--- config.mk ---
export PLATFORM = sky130hd
export DESIGN_NAME = instr_feed_fifo_flat
export DESIGN_NICKNAME = d
export VERILOG_FILES = /design/src/rtl/instr_feed_fifo_if.sv /design/src/rtl/instr_feed_fifo.sv /design/src/flat_wrapper.sv
export SDC_FILE = /design/constraint.sdc
export NUM_CORES = 1
export LEC_CHECK = 0
export CORE_MARGIN = 1
export CORE_UTILIZATION = 45
export DETAILED_ROUTE_END_ITERATION = 12
export GPL_TIMING_DRIVEN = 0
export PLACE_DENSITY = 0.77
export RECOVER_POWER = 100
export REMOVE_ABC_BUFFERS = 1
export SLEW_MARGIN = 25
export SYNTH_ARGS = -nofsm -noshare
export SYNTH_HDL_FRONTEND = slang
export SYNTH_SLANG_ARGS = --single-unit
--- constraint.sdc ---
create_clock -name clk -period 5.3 [get_ports clk]
set_input_delay 1.06 -clock clk [delete_from_list [all_inputs] [get_ports clk]]
set_output_delay 1.06 -clock clk [all_outputs]
set_load 0.005 [all_outputs]
--- src/rtl/instr_feed_fifo_if.sv ---
// ---------------------------------------------------------------------------
// instr_feed_fifo_if
// Producer-side valid/ready handshake into the instruction feed FIFO.
//   in_valid  producer has a word on in_instr
//   in_instr  encoded instruction word, [15:12] = opcode
//   in_ready  FIFO can accept a word this edge
// Modports:
//   master  producer (drives valid/instr, observes ready)
//   slave   FIFO     (observes valid/instr, drives ready)
// ---------------------------------------------------------------------------
interface instr_feed_fifo_if;
  logic        in_valid;
  logic [15:0] in_instr;
  logic        in_ready;

  modport master (
    output in_valid,
    output in_instr,
    input  in_ready
  );

  modport slave (
    input  in_valid,
    input  in_instr,
    output in_ready
  );
endinterface

--- src/rtl/instr_feed_fifo.sv ---
// ---------------------------------------------------------------------------
// instr_feed_fifo
// Instruction-issue buffer in front of the CPU Din port. Words arrive over a
// valid/ready handshake and are released one per CPU done edge; when nothing
// is buffered a NOP word is issued instead and a starve pulse is raised.
// Ports:
//   clk          system clock, all state on posedge
//   reset        asynchronous, active-low
//   prod         producer handshake (in_valid, in_instr, in_ready)
//   flush        synchronous clear of buffered words (Din kept)
//   done         CPU ready for the next instruction
//   Din          registered instruction to CPU
//   issue        1-cycle pulse, Din loaded from the FIFO head this edge
//   starved      1-cycle pulse, done seen while empty, NOP issued
//   level        occupancy 0..DEPTH
//   issue_count  number of real issues, wraps
// ---------------------------------------------------------------------------
module instr_feed_fifo #(
  parameter int          DEPTH    = 8,
  parameter logic [15:0] NOP_WORD = 16'h0000
) (
  input  logic                     clk,
  input  logic                     reset,
  instr_feed_fifo_if.slave         prod,
  input  logic                     flush,
  input  logic                     done,
  output logic [15:0]              Din,
  output logic                     issue,
  output logic                     starved,
  output logic [$clog2(DEPTH):0]   level,
  output logic [15:0]              issue_count
);

  localparam int AW = $clog2(DEPTH);

  // Pointers carry one extra wrap bit so full and empty are distinguishable.
  logic [AW:0]  wr_ptr_r;
  logic [AW:0]  rd_ptr_r;
  logic [15:0]  mem_r [DEPTH];
  logic [15:0]  din_r;
  logic         issue_r;
  logic         starved_r;
  logic [15:0]  issue_count_r;

  logic         empty_s;
  logic         full_s;
  logic         push_s;
  logic         pop_s;
  logic         starve_s;

  assign empty_s = (wr_ptr_r == rd_ptr_r);
  assign full_s  = (wr_ptr_r[AW] != rd_ptr_r[AW]) &&
                   (wr_ptr_r[AW-1:0] == rd_ptr_r[AW-1:0]);

  // Ready depends on registered state and reset only, never on done.
  assign prod.in_ready = !full_s && reset;

  assign level       = wr_ptr_r - rd_ptr_r;
  assign Din         = din_r;
  assign issue       = issue_r;
  assign starved     = starved_r;
  assign issue_count = issue_count_r;

  // Per-edge push/pop/starve decisions; flush wins over both push and pop.
  always_comb begin
    push_s   = 1'b0;
    pop_s    = 1'b0;
    starve_s = 1'b0;
    if (flush) begin
      starve_s = done;
    end else begin
      push_s   = prod.in_valid && prod.in_ready;
      pop_s    = done && !empty_s;
      starve_s = done && empty_s;
    end
  end

  // Storage array; only written on an accepted push, so no reset needed.
  always_ff @(posedge clk) begin
    if (push_s) begin
      mem_r[wr_ptr_r[AW-1:0]] <= prod.in_instr;
    end
  end

  // Read/write pointers, cleared by reset and by flush.
  always_ff @(posedge clk or negedge reset) begin
    if (!reset) begin
      wr_ptr_r <= {(AW+1){1'b0}};
      rd_ptr_r <= {(AW+1){1'b0}};
    end else if (flush) begin
      wr_ptr_r <= {(AW+1){1'b0}};
      rd_ptr_r <= {(AW+1){1'b0}};
    end else begin
      if (push_s) begin
        wr_ptr_r <= wr_ptr_r + {{AW{1'b0}}, 1'b1};
      end
      if (pop_s) begin
        rd_ptr_r <= rd_ptr_r + {{AW{1'b0}}, 1'b1};
      end
    end
  end

  // CPU-side outputs: Din, issue/starve pulses and the issue counter.
  // Din survives flush; it only changes when the CPU asks for a word.
  always_ff @(posedge clk or negedge reset) begin
    if (!reset) begin
      din_r         <= NOP_WORD;
      issue_r       <= 1'b0;
      starved_r     <= 1'b0;
      issue_count_r <= 16'h0000;
    end else begin
      issue_r   <= pop_s;
      starved_r <= starve_s;
      if (pop_s) begin
        din_r         <= mem_r[rd_ptr_r[AW-1:0]];
        issue_count_r <= issue_count_r + 16'h0001;
      end else if (starve_s) begin
        din_r <= NOP_WORD;
      end
    end
  end

endmodule

--- src/flat_wrapper.sv ---
// flat-port wrapper written by rule: the top's interface ports become plain ports
module instr_feed_fifo_flat 
#(
  parameter int          DEPTH    = 8,
  parameter logic [15:0] NOP_WORD = 16'h0000
)
  (clk, reset, flush, done, Din, issue, starved, level, issue_count, prod_in_valid, prod_in_instr, prod_in_ready);
  instr_feed_fifo_if prod_i ();
  input  logic clk;
  input  logic reset;
  input  logic flush;
  input  logic done;
  output logic [15:0] Din;
  output logic issue;
  output logic starved;
  output logic [$clog2(DEPTH):0] level;
  output logic [15:0] issue_count;
  input wire logic [$bits(prod_i.in_valid)-1:0] prod_in_valid;
  input wire logic [$bits(prod_i.in_instr)-1:0] prod_in_instr;
  output wire logic [$bits(prod_i.in_ready)-1:0] prod_in_ready;
  assign prod_i.in_valid = prod_in_valid;
  assign prod_i.in_instr = prod_in_instr;
  assign prod_in_ready = prod_i.in_ready;
  instr_feed_fifo #(.DEPTH(DEPTH), .NOP_WORD(NOP_WORD)) u_core (.clk(clk), .reset(reset), .prod(prod_i), .flush(flush), .done(done), .Din(Din), .issue(issue), .starved(starved), .level(level), .issue_count(issue_count));
endmodule
# Word level (Yosys, flattened, before mapping)
# Memories as Yosys holds them, arrays and structs flattened.
# Cells that the tools add are included.
dict set report word_totals {
  regBits 42
  mem_bits_rw 128
  input_bits 21
  output_inout_bits 39
  elab_cells 35
  memories 1
}
dict set report op_classes {
  addsub 4
  n_eq_ne 3
  n_mux 11
  n_reduce_logical 10
}
# memory words word_bits rd rd_ports_with_merged_regs write_ports line
set memory_table {}
lappend memory_table {u_core.mem_r 8 16 1 0 1 instr_feed_fifo.sv:39} ;# logic [15:0] mem_r [DEPTH];
# op count
set op_table {}
lappend op_table {{2-to-1 mux 16 bit} 2}
lappend op_table {{adder 16 x 1 -> 16 bit, second input constant} 1}
lappend op_table {{2-to-1 mux 4 bit} 4}
lappend op_table {{adder 4 x 1 -> 4 bit, second input constant} 2}
lappend op_table {{nonzero test 2 bit} 3}
lappend op_table {{logical AND 1 bit} 5}
lappend op_table {{2-to-1 mux 1 bit} 5}
lappend op_table {{== test 4 bit} 1}
lappend op_table {{subtractor 4 bit} 1}
lappend op_table {{== test 3 bit} 1}
lappend op_table {{logical NOT 1 bit} 2}
lappend op_table {{!= test 1 bit} 1}

# Longest topological paths before layout
dict set report logic_depth {
  ltp_word 8
  ltp_mapped 9
  ltp_nobuf 7
}

# Worst setup path before layout
# No wires, ideal clock.
dict set report synth_path {
  path_type {reg2reg}
  startpoint {reg u_core.rd_ptr_r[1]}
  endpoint {mem u_core.mem_r[0][0], enable pin}
  setup_time_ps 430
  arrival_ps 3555
  t_required_ps 4870
  setup_slack_ps 1315
  stages_incl_launch_ff 7
  n_path_buf 1
  synth_period_minus_slack_ps 3985
  path_cell_list {dfrtp_1 -> inv_2 -> buf_1 -> ha_1 -> nand3_1 -> o211ai_2 -> nor4_1}
}
dict set report synth_via {
  elab_chain_cells 8
}
# item line
set synth_rtl {}
lappend synth_rtl {{start, declared} instr_feed_fifo.sv:38} ;# logic [AW:0] rd_ptr_r;
lappend synth_rtl {{start signal, assigned} instr_feed_fifo.sv:89} ;# rd_ptr_r <= {(AW+1){1'b0}};
lappend synth_rtl {{start signal, assigned} instr_feed_fifo.sv:92} ;# rd_ptr_r <= {(AW+1){1'b0}};
lappend synth_rtl {{start signal, assigned} instr_feed_fifo.sv:98} ;# rd_ptr_r <= rd_ptr_r + {{AW{1'b0}}, 1'b1};
lappend synth_rtl {{== test 3 bit} instr_feed_fifo.sv:53} ;# (wr_ptr_r[AW-1:0] == rd_ptr_r[AW-1:0]);
lappend synth_rtl {{logical AND 1 bit} instr_feed_fifo.sv:52} ;# assign full_s = (wr_ptr_r[AW] != rd_ptr_r[AW]) &&
lappend synth_rtl {{logical NOT 1 bit} instr_feed_fifo.sv:56} ;# assign prod.in_ready = !full_s && reset;
lappend synth_rtl {{logical AND 1 bit} instr_feed_fifo.sv:56}
lappend synth_rtl {{logical AND 1 bit} instr_feed_fifo.sv:72} ;# push_s = prod.in_valid && prod.in_ready;
lappend synth_rtl {{2-to-1 mux 1 bit} instr_feed_fifo.sv:69} ;# if (flush) begin
lappend synth_rtl {{2-to-1 mux 1 bit} instr_feed_fifo.sv:80} ;# if (push_s) begin
lappend synth_rtl {{2-to-1 mux 1 bit (implied by the code)} instr_feed_fifo.sv:81} ;# mem_r[wr_ptr_r[AW-1:0]] <= prod.in_instr;
lappend synth_rtl {{end, declared} instr_feed_fifo.sv:39}
# No other way between the ends.

# Worst setup path after layout
dict set report layout_path {
  startpoint {reg u_core.rd_ptr_r[1]}
  endpoint {mem u_core.mem_r[5][1], enable pin}
}
# The elaborated chain is that of the path after synthesis.

==> impl_metrics.json <==
{
  "run_status": "finished, final reports clean",
  "min_from": "u_core.issue_count[15]",
  "powerDensity_mw_per_mm2": 369,
  "synth_cell_types": 38,
  "synth_seq_cells": 170,
  "io_pins": 60,
  "grt_use_total_pct": 18.6,
  "p_leak_nw": 3.04,
  "arrival_ns": 4.31,
  "totalWireLength_microns": 13000,
  "portBuffers": 59,
  "min_path_type": "reg -> reg",
  "cts_root_buf": "clkbuf_16",
  "ys.flop_type": "edfxtp_1",
  "num_vias": 3569,
  "post_cts_buffers": 0,
  "die_area_sq_mm": 0.0156,
  "critPathKind": "reg -> reg",
  "row_count": 44,
  "r2r_cells": 6,
  "setup_viol": 0,
  "post-route-drc-count": 0,
  "critPathMaxStageDelay_ns": 1.03,
  "synth_area_leader_cell": "edfxtp_1",
  "tightest_slew_ns": 1.15,
  "cts_tree": "built",
  "cts_made_buffers": 17,
  "maxSlewHeadroom_pct": 22.8,
  "cts_resized": 0,
  "route.met3.wl_microns": 718,
  "pre_cts_slack_ns": 1.71,
  "fillers": 1105,
  "whs_endpoint": "u_core.issue_count[15]",
  "startpoint": "u_core.rd_ptr_r[1]",
  "yosys-top-cells-area": "edfxtp_1 57%, dfrtp_1 16%, mux4_2 11%",
  "core_area_sq_mm": 0.0146,
  "grt_pass1_wl_microns": 21200,
  "synth_area_sq_mm": 0.00678,
  "clock_sinks": 170,
  "worst_r2r_startpoint": "u_core.rd_ptr_r[1]",
  "peakVddDrop_v": 0.000267,
  "netlist_instances": 376,
  "firstDrtPassIters": 4,
  "critPathMaxFanout": 17,
  "drt_iter0_markers": 216,
  "syn_avg_cell_area_sq_um": 18.0,
  "hold_buffers": 0,
  "clockBufferDepth": 2,
  "synth.most_common_cell": "edfxtp_1",
  "min_period_ns": 4.25,
  "yosysSeqAreaShare_pct": 72.2,
  "synth.top_cell.area_share_pct": 56.7,
  "synth-edff-count": 128,
  "viasPerCell": 5.43,
  "whs_path_depth": 1,
  "finalHoldViolations": 0,
  "routabilityCongestion": 0.773,
  "rsz0062_at_grt": "no",
  "area_growth_pct": 20.7,
  "initial_core_util_pct": 46.4,
  "synth_warnings": 0,
  "worst-path-buf-inv": 2,
  "grt_pass1_vias": 3894,
  "fp.dieH_microns": 125,
  "htree_levels": 4,
  "cp.required_ns": 5.36,
  "grt_antenna_before_repair": 0,
  "wl_met1_microns": 5220,
  "yosys-top-cells-count": "128 x edfxtp_1, 42 x dfrtp_1, 32 x mux4_2, 26 x inv_1, 19 x mux2i_1",
  "crit_family": "buffers and inverters",
  "drv_slew": 0,
  "insertedDiodeCount": 0,
  "fin_nets": 488,
  "fin_ws_ns": 1.05,
  "drtAntennaViolNets": 0,
  "critPathSlowestCell": "nor3_1",
  "crit_chain": "inv_1 -> ha_1 -> nand3_1 -> o211ai_1 -> nor3_1 -> clkbuf_1",
  "fin_crit_sh_pct": 80.2,
  "multi_input_area_sq_mm": 0.00169,
  "fp.dieW_microns": 125,
  "fin_util_pct": 56.1,
  "crit_path_end_kind": "flip-flop",
  "overflow": 0,
  "hpwl_microns": 8420,
  "met2WireLength_microns": 6900,
  "fin_worst_skew_ns": 0.00730,
  "cp-start-kind": "flip-flop",
  "final-seq-area_sq_mm": 0.00490,
  "async_flop_share_pct": 24.7,
  "cap_violations": 0,
  "clkSlewWorstSetupHoldPaths_ns": 0.06,
  "top_layer": "met4",
  "routedWlPerCell_microns": 19.7,
  "clkLatencyLatePin_ns": 0.42,
  "drive_above_1_share_pct": 14.2,
  "reg2reg_to": "u_core.mem_r[5][1]",
  "grt_start_max_net_pins": 46,
  "ff2ff_setup_slack_ns": 1.05,
  "fmax_mhz": 235
}
[layer usage]
metal / track usage (%) / vias up
li1: - / 1620
met1: 22.7 / 1833
met2: 31.8 / 107
met3: 5.28 / 9
met4: 5.81 / 0
met5: 0 / -
[worst register-to-register path, cell delays in order, from the launching register on]
cell and delay (ns):
dfrtp_1 0.44, inv_1 0.84, ha_1 0.41, nand3_1 0.28, o211ai_1 0.40, nor3_1 1.03, clkbuf_1 0.49
[metrics by stage]
stage	setup TNS, ns	hold WS (ns)	total power [mW]	std cells	cell area (sq um)
3_3_place_gp	-185.02	0.458	1.88	605	7530
3_5_place_dp	0	0.465	1.90	625	7750
6_report	0	0.463	3.02	657	8180
5_1_grt	0	0.497	3.14	657	8180
2_1_floorplan	0	0.465	1.72	362	6710
4_1_cts	0	0.476	3.08	657	8310
[registers in the layout, summed over array words and instances, names as in the netlist]
| register | count |
|---|---|
| u_core.wr_ptr_r | 4 |
| u_core.issue | 1 |
| u_core.issue_count | 16 |
| u_core.Din | 16 |
| u_core.starved | 1 |
| u_core.mem_r | 128 |
| u_core.rd_ptr_r | 4 |
[where the power goes]
| group | internal [mW] | switching, mW |
|---|---|---|
| Sequential | 1.48 | 0.0393 |
| Clock | 0.694 | 0.484 |
| Combinational | 0.179 | 0.148 |
| Total | 2.35 | 0.671 |
[cell type report]
cell class	count	share of cell area [%]
Timing Repair Buffer	79	8.54
Multi-Input combinational cell	165	20.6
Sequential cell	170	59.9
Clock inverter	11	1.47
Clock buffer	21	5.39
Inverter	27	1.24
Tap cell	184	2.82
[cell families (layout without fill, tap and decap cells)]
kind of cell	after synthesis	count (layout)	synth area share, %
DFF	170	170	72.2
and+or+nand+nor	56	56	4.32
muxes	51	51	13.4
buffers and inverters	41	138	2.53
AOI/OAI and AO/OA	28	28	2.97
xor gates and xnor gates	23	23	3.08
adders and majority gates	7	7	1.40
[layout by cell type, fill, tap and decap left out, types with 8 or more instances in the layout]
| cell type | synthesis | routed |
|---|---|---|
| mux2i_1 | 19 | 19 |
| edfxtp_1 | 128 | 128 |
| o22ai_1 | 16 | 16 |
| clkbuf_16 | 0 | 17 |
| xor2_1 | 10 | 10 |
| xnor2_1 | 12 | 12 |
| nand2_1 | 12 | 12 |
| mux4_2 | 32 | 32 |
| dfrtp_1 | 42 | 40 |
| dlygate4sd3_1 | 0 | 55 |
| nor2_1 | 8 | 8 |
| inv_1 | 26 | 27 |
| clkbuf_1 | 4 | 22 |
| nor3_1 | 14 | 14 |
[worst max-delay path by stage]
stage	endpoint	slack, ns	depth (start not counted)
after global placement	u_core.mem_r[4][0]	-2.19	3
final	u_core.mem_r[5][1]	1.05	6
after floorplan	u_core.mem_r[0][0]	0.81	4
after global routing	u_core.mem_r[1][4]	0.76	6
after CTS	prod_in_ready	1.46	5
after detailed placement	prod_in_ready	1.71	3
Power figures use the tool's default switching activity.
